**src/rtl/accum_pkg.sv**
```systemverilog
// Shared types for the accumulation zone, router and slot arbiter.
// Slot index, bank mask, row address and bank data live here.
package accum_pkg;

    localparam int ACC_NUM_SLOTS = 2;
    localparam int ACC_NUM_BANKS = 4;
    localparam int ACC_ADDR_W    = 9;
    localparam int ACC_DATA_W    = 64;
    localparam int ACC_SLOT_W    = (ACC_NUM_SLOTS > 1) ? $clog2(ACC_NUM_SLOTS) : 1;

    typedef logic [ACC_SLOT_W-1:0]    slot_idx_t;
    typedef logic [ACC_NUM_BANKS-1:0] bank_mask_t;
    typedef logic [ACC_ADDR_W-1:0]    row_addr_t;
    typedef logic [ACC_DATA_W-1:0]    bank_data_t;

    // Index width that stays legal when there is only one slot.
    function automatic int idx_w(input int n);
        return (n > 1) ? $clog2(n) : 1;
    endfunction

    function automatic int wrap_add(input int a, input int b, input int n);
        int s;
        s = a + b;
        return (s >= n) ? s - n : s;
    endfunction

endpackage

```
**src/rtl/accum_rr_arbiter.sv**
```systemverilog
// Round-robin search with grant lock while the master stalls.
// Pointer advances past the winner only on an accepted handshake.
module accum_rr_arbiter
    import accum_pkg::*;
#(
    parameter int N  = 2,
    parameter int IW = 1
) (
    input  logic          clk,
    input  logic          rstn,
    input  logic [N-1:0]  i_req,
    input  logic          i_ready,
    output logic          o_valid,
    output logic [IW-1:0] o_idx
);

    logic [IW-1:0] r_ptr;
    logic [IW-1:0] r_lock_idx;
    logic          r_lock;
    logic [IW-1:0] w_search;
    logic          w_found;
    logic          w_hold;

    always_comb begin
        w_found  = 1'b0;
        w_search = r_ptr;
        for (int k = 0; k < N; k++) begin
            if (!w_found && i_req[wrap_add(int'(r_ptr), k, N)]) begin
                w_found  = 1'b1;
                w_search = IW'(wrap_add(int'(r_ptr), k, N));
            end
        end
    end

    // A stalled grant keeps its slot as long as that slot still requests.
    assign w_hold  = r_lock && i_req[r_lock_idx];
    assign o_valid = |i_req;
    assign o_idx   = w_hold ? r_lock_idx : w_search;

    always_ff @(posedge clk or negedge rstn) begin
        if (!rstn) begin
            r_ptr      <= '0;
            r_lock     <= 1'b0;
            r_lock_idx <= '0;
        end else if (o_valid && i_ready) begin
            r_ptr      <= IW'(wrap_add(int'(o_idx), 1, N));
            r_lock     <= 1'b0;
        end else begin
            r_lock     <= o_valid;
            r_lock_idx <= o_idx;
        end
    end

endmodule

```
**src/rtl/accum_slot_arbiter.sv**
```systemverilog
// Write/read slot arbiter with in-order read-return tag FIFO.
// Define ACCUM_ARB_PERF_EN to add per-slot grant counters.
module accum_slot_arbiter
    import accum_pkg::*;
#(
    parameter int NUM_SLOTS      = 2,
    parameter int NUM_BANKS      = 4,
    parameter int ADDR_WIDTH     = 9,
    parameter int DATA_WIDTH     = 64,
    parameter int RD_OUTSTANDING = 4
) (
    input  logic                                        clk,
    input  logic                                        rstn,
    input  logic [NUM_SLOTS-1:0]                        s_wr_valid,
    output logic [NUM_SLOTS-1:0]                        s_wr_ready,
    input  logic [NUM_SLOTS*ADDR_WIDTH-1:0]             s_wr_addr,
    input  logic [NUM_SLOTS*NUM_BANKS-1:0]              s_wr_mask,
    input  logic [NUM_SLOTS-1:0]                        s_accum_en,
    input  logic [NUM_SLOTS*NUM_BANKS*DATA_WIDTH-1:0]   s_wdata,
    input  logic [NUM_SLOTS-1:0]                        s_rd_valid,
    output logic [NUM_SLOTS-1:0]                        s_rd_ready,
    input  logic [NUM_SLOTS*ADDR_WIDTH-1:0]             s_rd_addr,
    input  logic [NUM_SLOTS*NUM_BANKS-1:0]              s_rd_mask,
    output logic [NUM_SLOTS-1:0]                        s_rvalid,
    output logic [NUM_BANKS*DATA_WIDTH-1:0]             s_rdata,
    output logic                                        m_wr_valid,
    input  logic                                        m_wr_ready,
    output logic [ADDR_WIDTH-1:0]                       m_wr_addr,
    output logic [NUM_BANKS-1:0]                        m_wr_mask,
    output logic                                        m_accum_en,
    output logic [NUM_BANKS*DATA_WIDTH-1:0]             m_wdata,
    output logic                                        m_rd_valid,
    input  logic                                        m_rd_ready,
    output logic [ADDR_WIDTH-1:0]                       m_rd_addr,
    output logic [NUM_BANKS-1:0]                        m_rd_mask,
    input  logic                                        m_rvalid,
    input  logic [NUM_BANKS*DATA_WIDTH-1:0]             m_rdata,
    output logic                                        err_orphan
`ifdef ACCUM_ARB_PERF_EN
    ,
    output logic [NUM_SLOTS*32-1:0]                     perf_wr_grants,
    output logic [NUM_SLOTS*32-1:0]                     perf_rd_grants
`endif
);

    localparam int IW = idx_w(NUM_SLOTS);
    localparam int FW = $clog2(RD_OUTSTANDING);
    localparam int BW = NUM_BANKS * DATA_WIDTH;

    logic [IW-1:0]        w_wr_idx;
    logic [IW-1:0]        w_rd_idx;
    logic [NUM_SLOTS-1:0] w_rd_req;
    logic                 w_full;
    logic                 w_empty;
    logic                 w_push;
    logic                 w_pop;
    logic [FW:0]          r_cnt;
    logic [FW-1:0]        r_wp;
    logic [FW-1:0]        r_rp;
    logic [IW-1:0]        r_tag [RD_OUTSTANDING];
    logic                 r_orphan;

    accum_rr_arbiter #(.N(NUM_SLOTS), .IW(IW)) u_wr_rr (
        .clk     (clk),
        .rstn    (rstn),
        .i_req   (s_wr_valid),
        .i_ready (m_wr_ready),
        .o_valid (m_wr_valid),
        .o_idx   (w_wr_idx)
    );

    // A full tag FIFO hides every read request, even on a popping cycle.
    assign w_rd_req = s_rd_valid & {NUM_SLOTS{~w_full}};

    accum_rr_arbiter #(.N(NUM_SLOTS), .IW(IW)) u_rd_rr (
        .clk     (clk),
        .rstn    (rstn),
        .i_req   (w_rd_req),
        .i_ready (m_rd_ready),
        .o_valid (m_rd_valid),
        .o_idx   (w_rd_idx)
    );

    assign m_wr_addr  = s_wr_addr[w_wr_idx*ADDR_WIDTH +: ADDR_WIDTH];
    assign m_wr_mask  = s_wr_mask[w_wr_idx*NUM_BANKS +: NUM_BANKS];
    assign m_accum_en = s_accum_en[w_wr_idx];
    assign m_wdata    = s_wdata[w_wr_idx*BW +: BW];
    assign m_rd_addr  = s_rd_addr[w_rd_idx*ADDR_WIDTH +: ADDR_WIDTH];
    assign m_rd_mask  = s_rd_mask[w_rd_idx*NUM_BANKS +: NUM_BANKS];

    assign w_full  = (r_cnt == (FW+1)'(RD_OUTSTANDING));
    assign w_empty = (r_cnt == '0);
    assign w_push  = m_rd_valid && m_rd_ready;
    assign w_pop   = m_rvalid && !w_empty;

    always_comb begin
        s_wr_ready = '0;
        s_rd_ready = '0;
        s_rvalid   = '0;
        for (int i = 0; i < NUM_SLOTS; i++) begin
            s_wr_ready[i] = m_wr_valid && m_wr_ready && (w_wr_idx == IW'(i));
            s_rd_ready[i] = w_push && (w_rd_idx == IW'(i));
            s_rvalid[i]   = w_pop && (r_tag[r_rp] == IW'(i));
        end
    end

    assign s_rdata    = m_rdata;
    assign err_orphan = r_orphan;

    always_ff @(posedge clk or negedge rstn) begin
        if (!rstn) begin
            r_cnt    <= '0;
            r_wp     <= '0;
            r_rp     <= '0;
            r_orphan <= 1'b0;
        end else begin
            if (w_push) r_wp <= r_wp + 1'b1;
            if (w_pop)  r_rp <= r_rp + 1'b1;
            if (w_push && !w_pop)      r_cnt <= r_cnt + 1'b1;
            else if (!w_push && w_pop) r_cnt <= r_cnt - 1'b1;
            if (m_rvalid && w_empty) r_orphan <= 1'b1;
        end
    end

    always_ff @(posedge clk) begin
        if (w_push) r_tag[r_wp] <= w_rd_idx;
    end

`ifdef ACCUM_ARB_PERF_EN
    logic [31:0] r_perf_wr [NUM_SLOTS];
    logic [31:0] r_perf_rd [NUM_SLOTS];

    always_ff @(posedge clk or negedge rstn) begin
        if (!rstn) begin
            for (int i = 0; i < NUM_SLOTS; i++) begin
                r_perf_wr[i] <= '0;
                r_perf_rd[i] <= '0;
            end
        end else begin
            for (int i = 0; i < NUM_SLOTS; i++) begin
                if (s_wr_ready[i] && r_perf_wr[i] != '1)
                    r_perf_wr[i] <= r_perf_wr[i] + 32'd1;
                if (s_rd_ready[i] && r_perf_rd[i] != '1)
                    r_perf_rd[i] <= r_perf_rd[i] + 32'd1;
            end
        end
    end

    always_comb begin
        perf_wr_grants = '0;
        perf_rd_grants = '0;
        for (int i = 0; i < NUM_SLOTS; i++) begin
            perf_wr_grants[i*32 +: 32] = r_perf_wr[i];
            perf_rd_grants[i*32 +: 32] = r_perf_rd[i];
        end
    end
`endif

endmodule

```
**config.mk**
```make
export PLATFORM = sky130hd
export DESIGN_NAME = accum_slot_arbiter
export DESIGN_NICKNAME = d
export VERILOG_FILES = /design/src/rtl/accum_pkg.sv /design/src/rtl/accum_rr_arbiter.sv /design/src/rtl/accum_slot_arbiter.sv
export SDC_FILE = /design/constraint.sdc
export NUM_CORES = 1
export LEC_CHECK = 0
export CAP_MARGIN = 10
export CORE_AREA = 8 8 534 536
export CTS_BUF_LIST = sky130_fd_sc_hd__clkbuf_4
export CTS_CLUSTER_SIZE = 12
export DETAILED_ROUTE_END_ITERATION = 6
export DIE_AREA = 0 0 542 544
export GPL_TIMING_DRIVEN = 0
export SLEW_MARGIN = 15
export SYNTH_ARGS = -nofsm -noshare
export SYNTH_HDL_FRONTEND = slang
export SYNTH_SLANG_ARGS = --single-unit
```
**constraint.sdc**
```tcl
create_clock -name clk -period 2.5 [get_ports clk]
set_input_delay 0.75 -clock clk [delete_from_list [all_inputs] [get_ports clk]]
set_output_delay 0.75 -clock clk [all_outputs]
set_load 0.02 [all_outputs]
```
==> results.cfg <==
[run_status]
outcome = finished, violations left
failed_checks = negative setup slack

[worst_setup_path]
wp_data_required_ns = 1.75
critical_path_arrival_ns = 2.47
worst_r2r_path_depth = 8
path_buf_inv = 8
endpoint_kind = output pin
crit_path_max_fanout = 5
path_delay_family = buffers and inverters
cp_cell_sequence = buf_8 -> inv_8 -> o21ai_4 -> a22oi_2 -> buf_12 -> buf_16 -> buf_16 -> buf_12 -> buf_12 -> mux2_4 -> buf_12
cpMostUsedCell = sky130_fd_sc_hd__buf_12
r2r_setup_slack_ns = 0.12
startpoint_type = input pin
worst_flop_to_flop_path_startpoint = r_cnt[0]
crit_slowest_cell = sky130_fd_sc_hd__mux2_4
reg2reg_to = r_cnt[1]
cp_slowest_stage_delay_ns = 0.32
critPathKind = input pin to output pin

[timing]
finalHoldViolations = 0
max-slew-margin-rel_pct = 46.1
rsz0062_at_grt = yes
timing_max_transition_violations_final = 0
setup_viol = 295
finalCriticalPeriod_ns = 3.22
hold-worst-slack_ns = 0.521
final.setup_skew_ns = 0.0169
final.period_utilization_pct = 129
layout_setup_ws_ns = -0.716
max_slew.worst_pin.slew_ns = 0.807
fmax_mhz = 311

[hold_path]
worstHoldStart = r_rp[1]
worst_hold_path.num_cells = 1
timing.hold.worst_endpoint = r_rp[1]
min-delay-path-class = flop to flop

[placed_design]
numPlacedInstances = 5502
routabilityCongestion = 0.913
hpwl_um = 239000
io_buffer_count = 1122

[global_route]
largest_net_degree_at_the_start_of_global_routing = 15
grt_first_pass_wirelength_um = 274000
grt_remaining_overflow = 0
via_count_of_the_first_global_routing_pass = 11900
number_of_antenna_violations_at_the_first_check_in_global_routing = 282
track_usage_pct = 16.0

[cts]
cts_num_sinks = 18
cts_inserted_buffers = 3
clk_root_buffer_cell = sky130_fd_sc_hd__clkbuf_4
cts.htree.levels = 1
cts.path.max_buffers = 2
cts_hold_repair.buffers = 0
clock_tree_from_tritoncts = built
worst_setup_hold_path_clk_slew_ns = 0.14
clk_lat_worst_skew_ns = 0.33

[yosys]
synth_seq_area_share_pct = 7.51
yosys_most_used_dff = sky130_fd_sc_hd__dfrtp_1
yosys_register_bits = 18
synth_top_area_share_pct = 49.8
postSynthAreaPerCell_sq_um = 9.55
synth.distinct_cells = 36
synth.net_count = 1493
syn-instance-count = 656
number_of_enable_type_register_cells_in_the_synthesized_netlist = 4
yosys_warnings = 0
mappedNetlistArea_sq_um = 6260
synth_area_leaders = sky130_fd_sc_hd__mux2_2 50%, sky130_fd_sc_hd__buf_4 32%, sky130_fd_sc_hd__dfrtp_1 5.6%
cell_type_contributing_the_most_total_cell_area_after_synthesis = sky130_fd_sc_hd__mux2_2
asyncSetResetFlopFracSynth_pct = 77.8

[floorplan]
total_die_area_sq_um = 295000
row_count = 194
height_of_the_die_um = 544
start_util_pct = 2.26
core_region_area_sq_um = 277000
floorplan_die_width_um = 542
pin_count = 1379

[drt]
drc = 0
postRouteWirelength_um = 252000
dr_total_vias = 12200
vias_per_cell = 2.14
antenna_violating_nets_post_route = 0
wl_per_cell_um = 44.3
number_of_iterations_in_the_first_detailed_routing_pass = 5
dr.first_iter.drc_count = 691

[cells_and_area]
multi_input_area_sq_um = 4660
seq_area_sq_um = 473
most-common-layout-cells = 766 x sky130_fd_sc_hd__clkdlybuf4s50_1, 315 x sky130_fd_sc_hd__buf_4, 250 x sky130_fd_sc_hd__mux2_4
synthToLayoutAreaGrowth_pct = 329
drive_gt1_share_pct = 53.4
final_nets = 2752
post_route_insts_no_fill = 5689
fill_cells = 32000
layout.cells.most_common = sky130_fd_sc_hd__clkdlybuf4s50_1

[power_and_ir_drop]
p_leak_nw = 11.0
power_density_nw_per_um2 = 444
max-vdd-ir-drop_mv = 0.300

[flow_run]
maximum_capacitance_violations = 0
==> synthesized netlist by cell type, types with 2 or more instances <==
library cell,instances
sky130_fd_sc_hd__a21oi_1,5
sky130_fd_sc_hd__and2_1,4
sky130_fd_sc_hd__buf_2,21
sky130_fd_sc_hd__buf_4,264
sky130_fd_sc_hd__dfrtp_1,14
sky130_fd_sc_hd__edfxtp_1,4
sky130_fd_sc_hd__ha_1,5
sky130_fd_sc_hd__inv_1,6
sky130_fd_sc_hd__mux2_2,277
sky130_fd_sc_hd__mux2_4,7
sky130_fd_sc_hd__nand2_1,7
sky130_fd_sc_hd__nand2b_1,2
sky130_fd_sc_hd__nor2_1,10
sky130_fd_sc_hd__nor2b_1,2
sky130_fd_sc_hd__nor3_1,2
sky130_fd_sc_hd__o21ai_0,2
sky130_fd_sc_hd__xnor2_1,3
sky130_fd_sc_hd__xor2_1,3
==> layout make-up <==
class / count / area share, %
buffer: 282 / 9.25
antenna: 51 / 0.475
inverter: 7 / 0.140
clock buffer: 3 / 0.0838
clock inverter: 1 / 0.0140
sequential: 18 / 1.76
tap: 3724 / 17.3
multi-input combinational: 344 / 17.3
timing repair buffer: 1259 / 53.6
==> stage by stage <==
stage	setup slack (ns)	power [W]	area, sq um	TNS (ns)	utilization [%]
floorplan	-0.0528	0.00373	6740	-5.58	-
global placement	-3.06	0.00934	22600	-661.57	8.16
detailed placement	-2.81	0.00937	22600	-661.89	8.15
CTS	-1.03	0.0104	24100	-235.95	8.70
global route	-0.816	0.0125	26800	-192.42	9.69
finish	-0.716	0.0119	26900	-168.11	9.70
==> report_power, final <==
group | internal, W | switching [W]
Sequential | 0.000421 | 0.0000974
Combinational | 0.00550 | 0.00574
Clock | 0.0000586 | 0.000120
Total | 0.00598 | 0.00596
==> flip-flops by register name, indices dropped and copies added, names as in the netlist <==
name / count
err_orphan: 1
r_cnt: 3
r_rp: 2
r_tag: 4
r_wp: 2
u_rd_rr.r_lock: 1
u_rd_rr.r_lock_idx: 1
u_rd_rr.r_ptr: 1
u_wr_rr.r_lock: 1
u_wr_rr.r_lock_idx: 1
u_wr_rr.r_ptr: 1
==> what timing repair did <==
item | 4_1_cts | 5_1_grt
setup endpoints to repair | 298 | 353
resized for setup | 1041 | 1507
pin swaps | 4 | 11
setup buffers | 38 | 88
gates cloned | 14 | 9
==> cell families after synthesis <==
| family | Yosys count | synth area share (%) |
|---|---|---|
| muxes | 285 | 51.8 |
| buffers and inverters | 294 | 34.1 |
| adders and majority gates | 6 | 1.32 |
| and+or+nand+nor | 33 | 2.74 |
| AOI/OAI and AO/OA | 14 | 1.62 |
| xor gates and xnor gates | 6 | 0.839 |
| DFF | 18 | 7.51 |
==> routing by layer <==
| layer | GRT usage [%] | wire (um) |
|---|---|---|
| met1 | 15.8 | 87500 |
| met2 | 23.6 | 102000 |
| met3 | 16.7 | 53400 |
| met4 | 3.03 | 8610 |
| met5 | 0 | 896 |
==> how the worst max path moves through the flow <==
stage | start | end | slack [ns] | cells after the start
after global placement | s_wr_valid[1] | m_wdata[251] | -3.06 | 8
after global routing | u_wr_rr.r_lock | m_wdata[60] | -0.82 | 10
final | s_wr_valid[1] | m_wdata[60] | -0.72 | 11
after floorplan | s_rd_valid[0] | m_rd_addr[0] | -0.05 | 5
after CTS | s_rd_valid[1] | m_rd_addr[1] | -1.03 | 8
after detailed placement | s_wr_valid[1] | m_wdata[234] | -2.81 | 8
Note: power is estimated with default switching activity, not from simulation.
==> RTL change, RTL diff (config.mk and constraints unchanged) <==
The parameter `DATA_WIDTH` goes from 64 to 60.
--- a/src/rtl/accum_slot_arbiter.sv
+++ b/src/rtl/accum_slot_arbiter.sv
@@ -6,7 +6,7 @@
     parameter int NUM_SLOTS      = 2,
     parameter int NUM_BANKS      = 4,
     parameter int ADDR_WIDTH     = 9,
-    parameter int DATA_WIDTH     = 64,
+    parameter int DATA_WIDTH     = 60,
     parameter int RD_OUTSTANDING = 4
 ) (
     input  logic                                        clk,
Interface: changed (resized m_rdata, m_wdata, s_rdata and s_wdata); port bits go from 1379 to 1299. The function was not compared with the original's and may differ.
==> RTL change against the unedited design <==
- the flow still finishes with violations (setup timing)
- maximum frequency is 0.79% lower
- final cell count is 1.6% lower
- power is 12% lower
- via count is 5.9% lower
- critical path depth stayed put
- synthesized area is 5.3% lower
- register-to-register slack worse by 100 ps
- routed wire length is 16% lower
- sequential cell count stayed put
- design area is 5.5% lower
- clock power is 13% lower
- worst setup slack worse by 26 ps
- largest cell class unchanged
==> RTL change: results (changes against the unedited design) <==
multi_input_area_share: 0.1707  # -0.002757
cp-endpoint: "m_wdata[96]"
worst_pin_slew_ps: 725.3  # -81.28 ps
route.met3.wl_um: 45370  # -15%
status: "finished, violations left"
vdd.ir_drop.worst_mv: 0.2245  # -25%
antenna_found_initial: 270  # -4.3%
dp.cells: 5404  # -1.8%
clk_latency_ps: 300  # -30 ps
use_met1: 0.1351  # -0.02247
r2r_setup_slack_ps: 20  # -100 ps
buffers_excl_clock: 1459  # -5.3%
p_int_mw: 5.584  # -6.6%
hpwl_um: 197800  # -17%
path_clk_slew_ps: 110  # -30 ps
use_met3: 0.1312  # -0.03579
track_usage: 0.1343  # -0.02577
grt_pass1_vias: 11500  # -3.3%
violations: "setup timing"
fin_nets: 2606  # -5.3%
drt-initial-drc-count: 629  # -9.0%
drive_above_1_share: 0.5369  # +0.002934
ys_top_cells_by_count: "mux2_2, buf_4, buf_2"
stdcell_count: 5599  # -1.6%
diodes: 59  # +16%
wl_met2_um: 86110  # -15%
setup_viol: 271  # -8.1%
tns_ps: -159040  # +9071 ps
drt-met1-wl_um: 71640  # -18%
synth_cells: 622  # -5.2%
grt_pass1_wl_um: 232700  # -15%
first_pass_iters: 4  # -1
design_area_um2: 25400  # -5.5%
place_ws_ps: -3037  # -225.3 ps
cpPeakStageDelay_ps: 370  # +50 ps
clockNetworkAreaShare: 0.001034  # +0.00005690
setup_slack_ps: -741.3  # -25.58 ps
RTL change: cell types whose count changed after synthesis, sizes merged:
cell,before,now
buf,286,269
clkbuf,1,0
mux2,284,268
RTL change: worst register-to-register path, cell delays in order, from the launching register on:
cell	delay, ps
dfrtp_2	430
or3b_4	440
buf_6	130
nand3b_1	220
inv_4	70
buf_6	120
ha_2	190
inv_2	60
fa_2	430
mux2_2	270
RTL change: timing repair:
action | 4_1_cts | 5_1_grt
endpoints found under the setup margin | 278 | 300
setup buffers | 82 | 50
resized for setup | 1769 | 555
endpoints found under the hold margin | 0 | 0
gates cloned | 20 | 5
pin swaps | 3 | 11
RTL change: kinds of logic after synthesis:
kind of cell               after synthesis  share of synthesized area
muxes                                  269                     0.5169
and+or+nand+nor                         33                    0.02889
xor gates and xnor gates                 6                   0.008859
adders and majority gates                6                    0.01392
AOI/OAI and AO/OA                       14                    0.01708
DFF                                     18                    0.07929
buffers and inverters                  276                     0.3351
RTL change: worst min path at each step:
stage	start	end	slack, ps	cells after the start
2_1_floorplan	rstn	err_orphan	450	0
3_3_place_gp	err_orphan	err_orphan	450	1
3_5_place_dp	err_orphan	err_orphan	470	1
4_1_cts	err_orphan	err_orphan	490	1
5_1_grt	err_orphan	err_orphan	520	1
6_report	r_rp[1]	r_rp[1]	490	1
RTL change: power by group through the flow:
stage,Combinational [mW],Clock (mW),Sequential [mW]
floorplan,2.96,0,0.514
global placement,7.55,0,0.514
detailed placement,7.59,0,0.535
CTS,9.36,0.152,0.532
global route,10.3,0.171,0.536
finish,9.84,0.155,0.526
